$ cat src/rtl/up_down.sv
// Free-running WIDTH-bit up/down counter with Gray-coded view, terminal flags
// and a one-cycle pulse marking the cycle that shows a wrapped value.
module up_down #(
    parameter int unsigned WIDTH = 3
) (
    input  logic             clk,
    input  logic             reset,
    input  logic             updown,
    output logic [WIDTH-1:0] bin_count,
    output logic [WIDTH-1:0] gray_count,
    output logic             at_max,
    output logic             at_min,
    output logic             wrap
);

    localparam logic [WIDTH-1:0] CNT_MAX = {WIDTH{1'b1}};
    localparam logic [WIDTH-1:0] CNT_MIN = '0;
    localparam logic [WIDTH-1:0] CNT_ONE = WIDTH'(1);

    logic [WIDTH-1:0] bin_next_c;
    logic             wrap_next_c;

    // Terminal flags and Gray view decode straight from the count register.
    assign at_max     = (bin_count == CNT_MAX);
    assign at_min     = (bin_count == CNT_MIN);
    assign gray_count = bin_count ^ (bin_count >> 1);

    // A wrap happens when stepping past the terminal value in the chosen direction.
    always_comb begin
        bin_next_c  = bin_count;
        wrap_next_c = 1'b0;
        if (updown) begin
            bin_next_c  = bin_count + CNT_ONE;
            wrap_next_c = at_max;
        end else begin
            bin_next_c  = bin_count - CNT_ONE;
            wrap_next_c = at_min;
        end
    end

    always_ff @(posedge clk or negedge reset) begin
        if (!reset) begin
            bin_count <= '0;
            wrap      <= 1'b0;
        end else begin
            bin_count <= bin_next_c;
            wrap      <= wrap_next_c;
        end
    end

endmodule

$ cat config.mk
export PLATFORM = sky130hd
export DESIGN_NAME = up_down
export DESIGN_NICKNAME = d
export VERILOG_FILES = /design/src/rtl/up_down.sv
export SDC_FILE = /design/constraint.sdc
export NUM_CORES = 1
export LEC_CHECK = 0
export ABC_AREA = 1
export BUFFER_PORTS_ARGS = -buffer_cell sky130_fd_sc_hd__buf_2
export CORE_AREA = 5 5 42 44
export DETAILED_ROUTE_END_ITERATION = 8
export DIE_AREA = 0 0 47 49
export SETUP_SLACK_MARGIN = 0.15
export SLEW_MARGIN = 15
export SYNTH_ARGS = -nofsm -noshare
export SYNTH_HDL_FRONTEND = slang
export SYNTH_SLANG_ARGS = --single-unit
$ cat constraint.sdc
create_clock -name clk -period 0.95 [get_ports clk]
set_input_delay 0.19 -clock clk [delete_from_list [all_inputs] [get_ports clk]]
set_output_delay 0.19 -clock clk [all_outputs]
set_load 0.01 [all_outputs]
==> impl_metrics.csv, run 1 <==
group,metric,value,unit
outcome,status,"finished with violations",
outcome,violations,"negative setup slack",
route,drtIter0Drc,5,
grt,track_usage,6.16,%
setup_path,crit_chain,"inv_2 > ha_4 > inv_4 > nor2_4 > buf_6",
setup_path,slowest_stage,"dfrtp_2",
timing,rsz0062_at_grt,"yes",
setup_path,r2r_slack,-0.31,ns
route,route.detailed.drc,0,
synthesis,synth_cell_types,11,
setup_path,cp.arrival,1.13,ns
timing,report.final.hold_viol_count,0,
cts,cts_tree,"done",
floorplanning,fp.dieW,47,µm
synthesis,synth_area_per_cell,8.76,µm²
synthesis,synth_top_area_cell,"dfrtp_1",
place,place_ws,-0.151,ns
place,portBuffers,11,
floorplanning,fp.dieArea,2300,µm²
cells_and_area,layout-drive-gt1-share,75.5,%
route,routed_via_density,3.84,
synthesis,yosys-top-cells-area,"dfrtp_1 42%, nand2_1 11%, ha_1 11%",
route,wl,644,µm
setup_path,r2r_end,"bin_count[2]",
setup_path,reg2regPathDepth,5,
timing,fin_skew,0.00490,ns
route,wl_per_cell,9.33,µm
timing,fmax,0.758,GHz
grt,antenna_found_initial,0,
cts,cts_buffer_depth,2,
floorplanning,ios,12,
cells_and_area,design_area,494,µm²
run,maxCapViolations,0,
timing,relSlewSlack,89.7,%
setup_path,crit_end,"at_min",
cts,clk_pin_slew,0.04,ns
floorplanning,initial_core_util,16.9,%
cells_and_area,seq_area,104,µm²
setup_path,slowest_delay,0.42,ns
cts,clk-insertion-delay-late,0.24,ns
timing,tns,-2.87,ns
cells_and_area,multi_input_area,138,µm²
timing,final-max-slew-violation-count,0,
timing,period_share,139,%
power,irDropWorstVdd,845,µV
grt,grt_max_degree,6,
setup_path,crit_type,"register to output port",
synthesis,ys_seq_area_share,42.3,%
timing,setup_slack,-0.369,ns
cells_and_area,final_cell_count_no_fill,69,
synthesis,synthesis.nets,33,
hold_path,min_path_type,"input port to register",
setup_path,end_kind,"output port",
setup_path,required,0.76,ns
cells_and_area,antennaDiodeCount,0,
setup_path,start_kind,"register",
cts,cts_root_buffer,"clkbuf_4",
timing,worst_pin_slew,0.154,ns
synthesis,syn_area,236,µm²
floorplanning,core_area,1400,µm²
grt,grt_overflow,0,
cells_and_area,num-fill-cells,150,
cells_and_area,synthToLayoutAreaGrowth,109,%
setup_path,cp_max_fo,3,
route,dr_total_vias,265,
route,first_pass_iters,4,
floorplanning,rows,14,
place,dpl_cell_area,349,µm²
place,gp_congestion,0.657,
route,ant_nets,0,
place,dpl.hpwl,436,µm
power,total_power,0.00126,W
timing,setup_viol,11,
synthesis,postSynthCellCount,27,
place,dp.cells,58,
timing,period_needed,1.32,ns
power,p_per_area,2550,nW/µm²
cells_and_area,finalNetCount,60,
setup_path,r2r_start,"bin_count[0]",
setup_path,startpoint,"bin_count[0]",
floorplanning,die_y,49,µm
power,leakagePower,0.266,nW
synthesis,yosys_register_bits,4,
cts,cts_sinks,4,
cts,cts_made_buffers,3,
hold_path,hold-path-cell-count,4,
synthesis,synth_top_cell_area_share,42.3,%
grt,grt_pass1_vias,259,
grt,grt_pass1_wl,945,µm
cts,htree_levels,1,
synthesis,ys_warn_count,0,
state kept, by name (all words and copies together) (netlist names):
register and count:
wrap 1, bin_count 3
critical path, delay by kind of cell (launching register included):
family / cells / cell delay, ns
adders and majority gates: 1 / 0.14
buffers and inverters: 3 / 0.22
DFF: 1 / 0.42
and+or+nand+nor: 1 / 0.10
cell usage after synthesis, drive strengths merged:
| cell | number |
|---|---|
| o21ai | 1 |
| xor2 | 1 |
| inv | 7 |
| ha | 2 |
| nor2 | 1 |
| nand2 | 7 |
| buf | 1 |
| fa | 1 |
| nand3 | 2 |
| dfrtp | 4 |
cell usage in the layout, fill, tap and decap left out:
cell type      n
inv_2          4
o21ai_2        1
xor2_1         1
dfrtp_1        1
fa_2           1
clkbuf_1       1
ha_4           1
inv_1          2
ha_2           1
buf_4          8
nor2_4         1
nand2_4        1
clkbuf_4       3
inv_4          1
buf_2          8
buf_6          6
dlygate4sd3_1  1
dfrtp_2        3
nand2_2        1
nand3_1        2
nand2_1        5
worst min-delay path by stage:
stage | endpoint | slack, ns | start
finish | bin_count[2] | 0.27 | updown
global route | bin_count[0] | 0.31 | reset
CTS | bin_count[2] | 0.26 | updown
detailed placement | bin_count[2] | -0.0008 | reset
global placement | wrap | -0.002 | reset
floorplan | bin_count[0] | -0.11 | reset
area by class of cell:
cell class              count  share of cell area, %
inverters                   7                   5.82
well taps                  16                   4.05
repair buffers             23                   35.9
multi-input cells          15                   27.8
clock buffers               4                   5.32
flip-flops and latches      4                   21.0
per-stage QoR:
step | hold WS, ns | util (%)
floorplan | -0.106 | -
global placement | -0.00152 | 24.9
detailed placement | -0.000787 | 24.9
CTS | 0.259 | 33.1
global route | 0.311 | 35.3
finish | 0.269 | 35.3
logic make-up after synthesis:
family	Yosys count	share of synthesized area, %
AO/OA/AOI/OAI	1	3.70
XOR/XNOR	1	3.70
adder cells (fa/ha/maj)	3	19.0
buffers and inverters	8	14.3
flip-flops	4	42.3
AND/OR/NAND/NOR	10	16.9
power breakdown:
part | leakage (nW) | internal, W | switching (W)
clock network | 0.0150 | 0.000158 | 0.0000710
registers | 0.0437 | 0.000235 | 0.0000872
logic | 0.207 | 0.000383 | 0.000324
layer usage:
layer / track usage (%) / vias up / wire length [µm]
li1: - / 128 / -
met1: 5.82 / 125 / 255
met2: 9.73 / 12 / 335
met3: 0 / 0 / 54
met4: 8.29 / 0 / 0
met5: 0 / - / 0
repair_timing:
item | 4_1_cts | 5_1_grt
hold buffers | 1 | 0
hold endpoints to repair | 4 | 0
setup buffers | 5 | 1
endpoints found under the setup margin | 12 | 12
pin swaps | 0 | 1
gates resized for setup | 13 | 5
Power figures use the tool's default switching activity.
==> run 2, diff against run 1 <==
CORE_AREA = 2 2 39 41   (was 5 5 42 44)
DIE_AREA = 0 0 41 43   (was 0 0 47 49)
TNS_END_PERCENT = 50   (was unset)
==> run 2 against run 1 <==
Effect of this change:
- the run still ends with negative setup slack left
- register-to-register slack improved by 0.07 ns
- global-route usage grew 2.1 points
- clock power decreased by 2%
- sequential share of layout area increased by 1.2 points
- maximum frequency increased by 2.2%
- clock skew barely moved
- critical path depth is the same
- clock-buffer cell count did not move
- combinational power is 6.6% higher
- via count shrank 4.9%
- worst setup slack improved by 0.028 ns
- cell area decreased by 5.6%
- critical endpoint unchanged
==> impl_metrics.csv, run 2 (synthesis gave the netlist of run 1 again) <==
group,metric,value,unit
route,first_pass_iters,3,
place,gp_congestion,0.687,
outcome,status,"finished with violations",
cells_and_area,final_common_cell,"buf_4",
cells_and_area,synthToLayoutAreaGrowth,97.4,%
cells_and_area,reg_top3,"bin_count x3, wrap x1",
floorplanning,initial_core_util,17.1,%
place,dpl_cell_area,349,µm²
place,portBuffers,11,
run,maxCapViolations,0,
cells_and_area,layout-drive-gt1-share,72.5,%
route,dr_total_vias,252,
timing,setup_viol,11,
power,switchingPower,0.000484,W
power,leakagePower,0.244,nW
cells_and_area,largest_reg_flops,3,
timing,period_share,136,%
cts,clk-insertion-delay-late,0.23,ns
cells_and_area,antennaDiodeCount,0,
setup_path,required,0.76,ns
power,irDropWorstVdd,706,µV
cells_and_area,finalNetCount,58,
timing,relSlewSlack,89.9,%
setup_path,start_kind,"register",
setup_path,cp_max_fo,4,
grt,grt_overflow,0,
power,p_sw_share,37.3,%
setup_path,path_depth,5,
power,internal_power,0.000814,W
setup_path,crit_type,"register to output port",
timing,report.final.hold_viol_count,0,
cts,cts_sinks,4,
timing,setup_slack,-0.341,ns
timing,period_needed,1.29,ns
cells_and_area,design_area,467,µm²
timing,final-max-slew-violation-count,0,
cts,clk_pin_slew,0.04,ns
outcome,violations,"negative setup slack",
route,ant_nets,0,
setup_path,worstPathBufferInverterCount,3,
timing,worst_pin_slew,0.151,ns
floorplanning,die_y,43,µm
cts,cts_made_buffers,3,
setup_path,end_kind,"output port",
hold_path,min_path_type,"input port to async pin",
place,dpl.hpwl,419,µm
floorplanning,ios,12,
setup_path,slowest_delay,0.42,ns
grt,grt_max_degree,7,
route,wl_per_cell,8.07,µm
timing,tns,-2.11,ns
timing,holdWs,0.289,ns
cells_and_area,regMostFlops,"bin_count",
route,route.detailed.drc,0,
setup_path,cp.arrival,1.10,ns
floorplanning,core_area,1380,µm²
route,wl,541,µm
timing,fin_skew,0.00455,ns
power,p_clk_share,17.3,%
setup_path,worst_path_most_repeated_cell,"inv_2",
grt,antenna_found_initial,0,
cts,cts_root_buffer,"clkbuf_4",
cells_and_area,layout_common_cells,"9 x buf_4, 7 x nand2_1, 7 x buf_2",
grt,grt_pass1_vias,247,
cts,cts_tree,"done",
setup_path,critical_path.top_delay_family,"flip-flops",
floorplanning,fp.dieW,41,µm
route,drtIter0Drc,2,
floorplanning,fp.dieArea,1760,µm²
grt,grt_pass1_wl,924,µm
cts,htree_levels,1,
floorplanning,rows,14,
timing,rsz0062_at_grt,"yes",
setup_path,crit_chain,"inv_2 > ha_4 > inv_2 > nor2_4 > buf_6",
cts,cts_buffer_depth,2,
timing,fmax,0.775,GHz
setup_path,slowest_stage,"dfrtp_2",
grt,track_usage,8.26,%
power,p_per_area,2780,nW/µm²
route,routed_via_density,3.76,
power,combPwrFrac,58.1,%
power,seqPwrFrac,24.6,%
setup_path,reg2regPathDepth,4,
run 2: changes by cell type in the layout (fill, tap and decap cells not counted), sizes merged:
cell / previous run / this run
buf: 22 / 20
run 2: timing repair:
action	4_1_cts	5_1_grt
endpoints found under the hold margin	4	0
pin swaps	0	3
resized for setup	4	10
hold buffers	1	0
gates cloned	0	0
endpoints found under the setup margin	12	12
buffers inserted	2	2
run 2: power by group through the flow:
stage                     registers, W  clock network, W  logic (W)
after floorplan               0.000342                 0   0.000264
after global routing          0.000331          0.000257   0.000879
after CTS                     0.000315          0.000237   0.000620
final                         0.000319          0.000224   0.000754
after detailed placement      0.000307                 0   0.000570
after global placement        0.000302                 0   0.000552
run 2: final timing paths:
path / start / endpoint / slack (ns)
min in group clk: updown / bin_count[2] / 0.35
worst min register to register: bin_count[0] / bin_count[0] / 0.60
max in group asynchronous: reset / bin_count[2] / 0.52
worst max-delay path: bin_count[1] / at_min / -0.34
worst max register to register: bin_count[1] / bin_count[2] / -0.24
worst min-delay path: reset / bin_count[0] / 0.29
run 2: cell type report:
type,count,area (µm²)
Clock buffer,4,26.3
Fill cell,146,917
Inverter,7,26.3
Multi-Input combinational cell,15,133
Sequential cell,4,104
Tap cell,16,20.0
Timing Repair Buffer,21,158
run 2: worst reg2reg max path, cell delays in order, from the launching register on:
cell and delay, ns:
dfrtp_2 0.42, buf_4 0.15, fa_2 0.38, nand3_2 0.08, nand2_1 0.05
run 2: metrics by stage:
stage          total power (W)  setup slack [ns]  cells  util, %
2_1_floorplan         0.000606           -0.0818     27        -
3_3_place_gp          0.000854            -0.146     58     25.2
3_5_place_dp          0.000877            -0.158     58     25.2
4_1_cts                0.00117            -0.378     65     29.4
5_1_grt                0.00147            -0.416     67     33.7
6_report               0.00130            -0.341     67     33.7
run 2: metal layers:
metal	up-vias	GRT usage, %	share of wire (%)
met3	0	1.57	5.7
met5	-	0	0
met4	0	10.0	0
met1	116	9.09	42
li1	125	-	-
met2	11	11.3	52
